==> src/rtl/checkout_ctrl.sv <==
// Checkout controller: latch a commodity selection, price it, collect coins, then vend or refund.
// Optional: define CHECKOUT_CHANGE_RETURN_EN to return overpayment as change during VEND.
module checkout_ctrl #(
  parameter int unsigned N  = 6,
  parameter logic [4:0]  P0 = 5'd2,
  parameter logic [4:0]  P1 = 5'd8,
  parameter logic [4:0]  P2 = 5'd3,
  parameter logic [4:0]  P3 = 5'd10,
  parameter logic [4:0]  P4 = 5'd4,
  parameter logic [4:0]  P5 = 5'd5
) (
  input  logic         clk,
  input  logic         rst_n,
  input  logic         sel_valid,
  input  logic [N-1:0] sel_mask,
  output logic         sel_ready,
  input  logic         coin_valid,
  input  logic [4:0]   coin_val,
  output logic         coin_ready,
  input  logic         cancel,
  output logic [7:0]   total,
  output logic [7:0]   paid,
  output logic         vend_valid,
  output logic [N-1:0] vend_mask,
  output logic         change_valid,
  output logic [7:0]   change
);

  typedef enum logic [2:0] {StIdle, StPrice, StPay, StVend, StRefund} state_e;

  state_e       state_q, state_d;
  logic [N-1:0] mask_q, mask_d;
  logic [7:0]   total_q, total_d;
  logic [7:0]   paid_q, paid_d;
  logic [7:0]   price_sum;
  logic [8:0]   paid_sum;

  // Slots beyond the six priced ones cost nothing.
  function automatic logic [7:0] price(input int unsigned j);
    case (j)
      0:       return {3'b000, P0};
      1:       return {3'b000, P1};
      2:       return {3'b000, P2};
      3:       return {3'b000, P3};
      4:       return {3'b000, P4};
      5:       return {3'b000, P5};
      default: return 8'd0;
    endcase
  endfunction

  always_comb begin
    price_sum = '0;
    for (int unsigned j = 0; j < N; j++) begin
      if (mask_q[j]) price_sum = price_sum + price(j);
    end
  end

  assign paid_sum = {1'b0, paid_q} + {4'b0000, coin_val};

  always_comb begin
    state_d = state_q;
    mask_d  = mask_q;
    total_d = total_q;
    paid_d  = paid_q;
    unique case (state_q)
      StIdle: begin
        if (sel_valid && (|sel_mask)) begin
          mask_d  = sel_mask;
          state_d = StPrice;
        end
      end
      StPrice: begin
        total_d = price_sum;
        state_d = StPay;
      end
      StPay: begin
        // Cancel wins over a coin offered in the same cycle.
        if (cancel) begin
          if (paid_q != 8'd0) begin
            state_d = StRefund;
          end else begin
            state_d = StIdle;
            mask_d  = '0;
            total_d = '0;
          end
        end else if (coin_valid) begin
          paid_d = paid_sum[8] ? 8'hff : paid_sum[7:0];
          if (paid_d >= total_q) state_d = StVend;
        end
      end
      StVend, StRefund: begin
        state_d = StIdle;
        mask_d  = '0;
        total_d = '0;
        paid_d  = '0;
      end
      default: begin
        state_d = StIdle;
        mask_d  = '0;
        total_d = '0;
        paid_d  = '0;
      end
    endcase
  end

  always_ff @(posedge clk or negedge rst_n) begin
    if (!rst_n) begin
      state_q <= StIdle;
      mask_q  <= '0;
      total_q <= '0;
      paid_q  <= '0;
    end else begin
      state_q <= state_d;
      mask_q  <= mask_d;
      total_q <= total_d;
      paid_q  <= paid_d;
    end
  end

  // Outputs depend on registered state only.
  always_comb begin
    sel_ready    = (state_q == StIdle);
    coin_ready   = (state_q == StPay);
    vend_valid   = (state_q == StVend);
    vend_mask    = (state_q == StVend) ? mask_q : '0;
    total        = total_q;
    paid         = paid_q;
    change_valid = 1'b0;
    change       = 8'd0;
    if (state_q == StRefund) begin
      change_valid = 1'b1;
      change       = paid_q;
    end
`ifdef CHECKOUT_CHANGE_RETURN_EN
    if ((state_q == StVend) && (paid_q > total_q)) begin
      change_valid = 1'b1;
      change       = paid_q - total_q;
    end
`endif
  end

endmodule

==> config.mk <==
export PLATFORM = sky130hd
export DESIGN_NAME = checkout_ctrl
export DESIGN_NICKNAME = d
export VERILOG_FILES = /design/src/rtl/checkout_ctrl.sv
export SDC_FILE = /design/constraint.sdc
export NUM_CORES = 1
export LEC_CHECK = 0
export BUFFER_PORTS_ARGS = -buffer_cell sky130_fd_sc_hd__clkbuf_2
export CAP_MARGIN = 0
export CORE_ASPECT_RATIO = 0.5
export CORE_MARGIN = 2
export CORE_UTILIZATION = 53
export DETAILED_ROUTE_END_ITERATION = 8
export GPL_ROUTABILITY_DRIVEN = 1
export HOLD_SLACK_MARGIN = 0.08
export PLACE_DENSITY = 0.8
export RECOVER_POWER = 25
export SYNTH_ARGS = -nofsm -noshare
export SYNTH_HDL_FRONTEND = slang
export SYNTH_SLANG_ARGS = --single-unit
==> constraint.sdc <==
create_clock -name clk -period 3 [get_ports clk]
set_input_delay 0.6 -clock clk [delete_from_list [all_inputs] [get_ports clk]]
set_output_delay 0.6 -clock clk [all_outputs]
set_load 0.02 [all_outputs]
Word-level counts from Yosys, hierarchy flattened
Cells that the tools add are included.
{"block": "op_classes", "add_sub_neg": 6, "n_lt_le_gt_ge": 1, "n_eq_ne": 11, "mux": 31, "bitwise_logic": 3, "reduce_logical": 9}
{"cell": "8-bit two-way mux", "n": 16}
{"cell": "8-bit adder", "n": 5}
{"cell": "6-bit two-way mux", "n": 4}
{"cell": "8-bit case mux with 3 select lines", "n": 1}
{"cell": "6-bit case mux with 3 select lines", "n": 1}
{"cell": "8-bit case mux with 2 select lines", "n": 1}
{"cell": "3-bit two-way mux", "n": 5}
{"cell": "8-bit by 5-bit adder with 9-bit output", "n": 1}
{"cell": "3-bit case mux with 3 select lines", "n": 1}
{"cell": "3-bit AND reduction", "n": 3}
{"cell": "8-bit greater-or-equal comparator", "n": 1}
{"cell": "8-bit nonzero test", "n": 1}
{"cell": "3-bit by 2-bit == test with 1-bit output, second input constant", "n": 2}
{"cell": "2-bit != test, second input constant", "n": 3}
{"cell": "6-bit OR reduction", "n": 1}
{"cell": "2-bit by 1-bit != test with 1-bit output, second input constant", "n": 2}
{"cell": "4-bit AND reduction", "n": 1}
{"cell": "3-bit by 1-bit == test with 1-bit output, second input constant", "n": 1}
{"cell": "3-bit == test, second input constant", "n": 1}
{"cell": "3-bit logical NOT", "n": 1}
{"cell": "3-bit by 1-bit != test with 1-bit output, second input constant", "n": 1}
{"cell": "3-bit by 2-bit != test with 1-bit output, second input constant", "n": 1}
{"cell": "1-bit inverter", "n": 3}
{"cell": "2-bit two-way mux", "n": 1}
{"cell": "other kinds (3)", "n": 3}
{"block": "word_totals", "ff_bits": 25, "in_bits": 16, "output_inout_bits": 34, "elab_cells": 65}

Logic depth before layout (Yosys ltp)
{"block": "logic_depth", "ltp_word": 12, "mapped_depth": 11, "ltp_nobuf": 11}

Worst setup path after synthesis
OpenSTA, ideal clock, no wires.
{"block": "synth_timing", "path_type": "input to register", "start": "input port coin_val[0]", "end": "register state_q[0]", "setup_time_ns": 0.133, "arrival_time_ns": 2.726, "path_slack_ns": 0.141, "cell_stages": 11, "path_buffers": 0, "cell_sequence": "ha_1 fa_1 a21o_1 a31o_2 a21oi_1 ha_1 nand2b_1 a211oi_1 nor3_1 nor4_1 a31oi_1"}
{"block": "synth_between", "elab_chain_len": 5}
{"element": "start: declaration", "line": "18", "text": "input logic [4:0] coin_val,"}
{"element": "8-bit by 5-bit adder with 9-bit output", "line": "58", "text": "assign paid_sum = {1'b0, paid_q} + {4'b0000, coin_val};"}
{"element": "8-bit two-way mux", "line": "87", "text": "paid_d = paid_sum[8] ? 8'hff : paid_sum[7:0];"}
{"element": "8-bit greater-or-equal comparator", "line": "88", "text": "if (paid_d >= total_q) state_d = StVend;"}
{"element": "3-bit by 1-bit != test with 1-bit output (no source line)"}
{"element": "3-bit AND reduction (no source line)"}
{"element": "end signal: assignment", "line": "108", "text": "state_q <= StIdle;"}
{"element": "end signal: assignment", "line": "113", "text": "state_q <= state_d;"}
{"element": "end: declaration", "line": "31", "text": "state_e state_q, state_d;"}
No other way between the ends.
A chain may end at the register's enable or synchronous reset.

Final worst setup path
Ends and elaborated chain as after synthesis.

==> key figures <==
Run status
  • Status: finished clean

Power
  • Max rail drop VDD: ~0.00041 V
  • Int Pwr: between 1 and 1.5 mW
  • P_leak: between 1 and 1.5 nW
  • Pwr dens: ~880 nW/um2
  • Switching Share: 47.5%
  • Reg power frac: ~27%
  • Comb pwr share: between 60 and 70%
  • Sw Pwr: approximately 0.96 mW
  • Clock Power Share: a little over a tenth

Timing
  • Final WS setup: about 160 ps
  • Final hold viol count: 0
  • Fmax achieved: about 0.35 GHz
  • Clock Skews: about 2.5 ps
  • Final setup vio count: 0
  • Share of the clock period used by the worst path: between 90 and 100%
  • Tightest Pin Transition: ~1300 ps
  • Final slew viol count: 0
  • RSZ-0062 raised after global routing: no
  • Slew headroom: a little under an eighth
  • Min cycle time layout: 2840 ps

Yosys
  • Mapped Area: 1910 um2
  • Sequential cell area fraction in the yosys report: approximately a third
  • FF+latch count, synth: 24
  • Synth Warn #: 0
  • Top cells by count, synth: 24 x dfrtp_1, 22 x nand2_1, 18 x and2_1
  • Synth cell types: between 50 and 60
  • Mean post-synth cell area: 9.07 um2
  • Leading area contributor after synthesis: dfrtp_1
  • Asr flop ratio synth: 100%
  • Top-area cell type share of the netlist area: a little under a third
  • Most numerous cell in the Yosys netlist: dfrtp_1
  • Top_reg_cell synth: dfrtp_1
  • Number of synthesized flops with an enable pin: 0
  • Syn Inst Count: 210
  • Dominant cells by area after synthesis: dfrtp_1 32%, ha_1 11%, and2_1 5.9%
  • Synthesized net count: approximately 240

Cells and area
  • Finished Core Util: roughly 67%
  • N_diodes: 0
  • Cell Count, Final, Fillers Out: 314
  • Post-layout instance area: between 2000 and 2500 um2
  • Nets: 297
  • Share of cells above drive strength 1: 28.5%
  • Layout area overhead: 20.5%

Drt
  • Routed wire length: around 4500 um
  • Post-route ant nets: 0
  • Vias per cell: between 5 and 6
  • Met2 Routed Length: roughly 2100 um
  • DRC viols: 0
  • Initial DRC Count: 60
  • Via count: about 1,700
  • First-pass DRT Iterations: 4
  • Top layer in use: met4
  • M1 WL: between 2000 and 2500 um
  • Met3 WL: 234 um
  • Post-DR wirelength/cell: between 10 and 15 um

Floorplan
  • DIE HEIGHT: roughly 46 um
  • Core area: between 3000 and 4000 um2
  • Core Rows: 15
  • IO Pins: 50
  • Die X: about 89 um
  • Initial core utilization: between 50% and 60%
  • Die area: roughly 4100 um2

Setup path
  • CP max FO: 3
  • Worst setup EP type: flop
  • Arr. time, crit path: about 3000 ps
  • WP data required: 3140 ps
  • Critical setup path kind: input port to flop
  • CP Launch Type: input port

Global route
  • Initial antenna violation count: 0
  • Tot GR Track Use: 23.4%
  • Vias in the first global route: between 1,500 and 2,000
  • First-pass GRT wire length: around 7200 um
  • GRT overflow: 0
  • Largest net degree at the start of global routing: 25

Place
  • Placed instance count: slightly above 300
  • HPWL after DPL: approximately 3600 um
  • GPL Wtd Cong: between 0.8 and 0.9
  • Setup WS pre-CTS: -119 ps
  • Dpl cell area: about 2200 um2
  • Port Buf Inserts: 48

Clock network
  • CTS sink cnt: 24
  • TritonCTS clock tree: done
  • Clock-pin slew on the worst setup and hold paths: ~90 ps
  • Max clock buf depth: 2
  • Root Buffer: clkbuf_8
  • H-tree lvl count: 1
  • Worst skew pair latency: roughly 270 ps
  • CTS buffer count: 3
  • Setup Fix Bufs, Post-CTS: 0

Worst hold path
  • Hold Crit Class: flop to flop

Run
  • Max-Cap Viols: 0
power groups by stage:
stage	Combinational (mW)	Sequential, mW	Clock, mW
final	1.24	0.552	0.222
after global routing	1.38	0.568	0.244
after CTS	1.24	0.550	0.230
after detailed placement	1.23	0.554	0
after global placement	1.19	0.548	0
after floorplan	0.906	0.557	0
critical path, cell delays in order:
cell and delay, ps:
clkbuf_2 80, ha_1 220, fa_2 350, a21o_1 180
a31o_2 270, a21oi_2 160, ha_1 240, nand2b_1 140
a211oi_1 240, nor3_1 80, nor4_1 300, a31oi_1 130
metal layers:
metal,vias to the layer above,global-route usage (%)
li1,848,-
met1,801,30.8
met2,51,40.0
met3,4,4.48
met4,0,6.67
met5,-,0
layout by cell type, fill, tap and decap left out, types with 2 or more instances in the layout:
master    count
nor4_1        2
nand2_1      22
and2_1       18
a22o_1        5
a31oi_1       2
xnor2_1       5
nor2b_1       2
or4_1         2
nand3_1       4
nand4_1       2
and3b_1       2
a21oi_1       9
ha_1         16
a31o_2        3
inv_1        13
a21o_1        5
a21boi_1      2
dfrtp_1      23
o21ai_1       6
a211oi_1      2
mux2i_1       9
nor2_1        8
o21a_1        2
o21ai_0       7
buf_4         7
clkbuf_2     47
nand2b_1      2
xor2_1        4
clkbuf_8      4
stage by stage:
stage          hold slack (ps)  power (mW)  TNS (ps)
3_3_place_gp               505        1.73         0
5_1_grt                    548        2.20         0
2_1_floorplan              304        1.46         0
6_report                   524        2.01         0
3_5_place_dp               507        1.79      -119
4_1_cts                    349        2.02         0
cell type report:
| cell class | count | area (um2) |
|---|---|---|
| Clock buffer | 4 | 55.1 |
| Fill cell | 288 | 1140 |
| Inverter | 14 | 52.6 |
| Multi-Input combinational cell | 166 | 1230 |
| Sequential cell | 24 | 602 |
| Tap cell | 51 | 63.8 |
| Timing Repair Buffer | 55 | 292 |
repair_timing:
item,in CTS,in global routing
resized for setup,0,5
hold buffers,0,0
setup endpoints to repair,0,1
worst paths after layout:
path,from,endpoint,slack (ps),cells past startpoint
max in group asynchronous,rst_n,paid[1]$_DFFE_PN0P_,1520,1
worst max-delay path,coin_val[0],state_q[0]$_DFFE_PN0P_,160,12
min in group asynchronous,rst_n,mask_q[5]$_DFFE_PN0P_,600,1
worst min register to register,total[4]$_DFFE_PN0P_,total[4]$_DFFE_PN0P_,520,2
worst max register to register,paid[0]$_DFFE_PN0P_,state_q[0]$_DFFE_PN0P_,170,11
worst min-delay path,total[4]$_DFFE_PN0P_,total[4]$_DFFE_PN0P_,520,2
state kept, by name, indices dropped and copies added (netlist names):
register and flops:
mask_q 6, paid 8, total 7, state_q 3
cells by family (layout without fill, tap and decap cells):
logic type	Yosys count	count (layout)	synth area share, %
AND/OR/NAND/NOR	76	76	23.6
other	1	1	0.197
multiplexers	10	10	5.32
AO/OA/AOI/OAI	52	52	18.4
XOR/XNOR	10	10	4.99
flip-flops	24	24	31.5
buffers and inverters	20	73	4.46
adder cells (fa/ha/maj)	17	17	11.6
(Power assumes the default switching activity.)
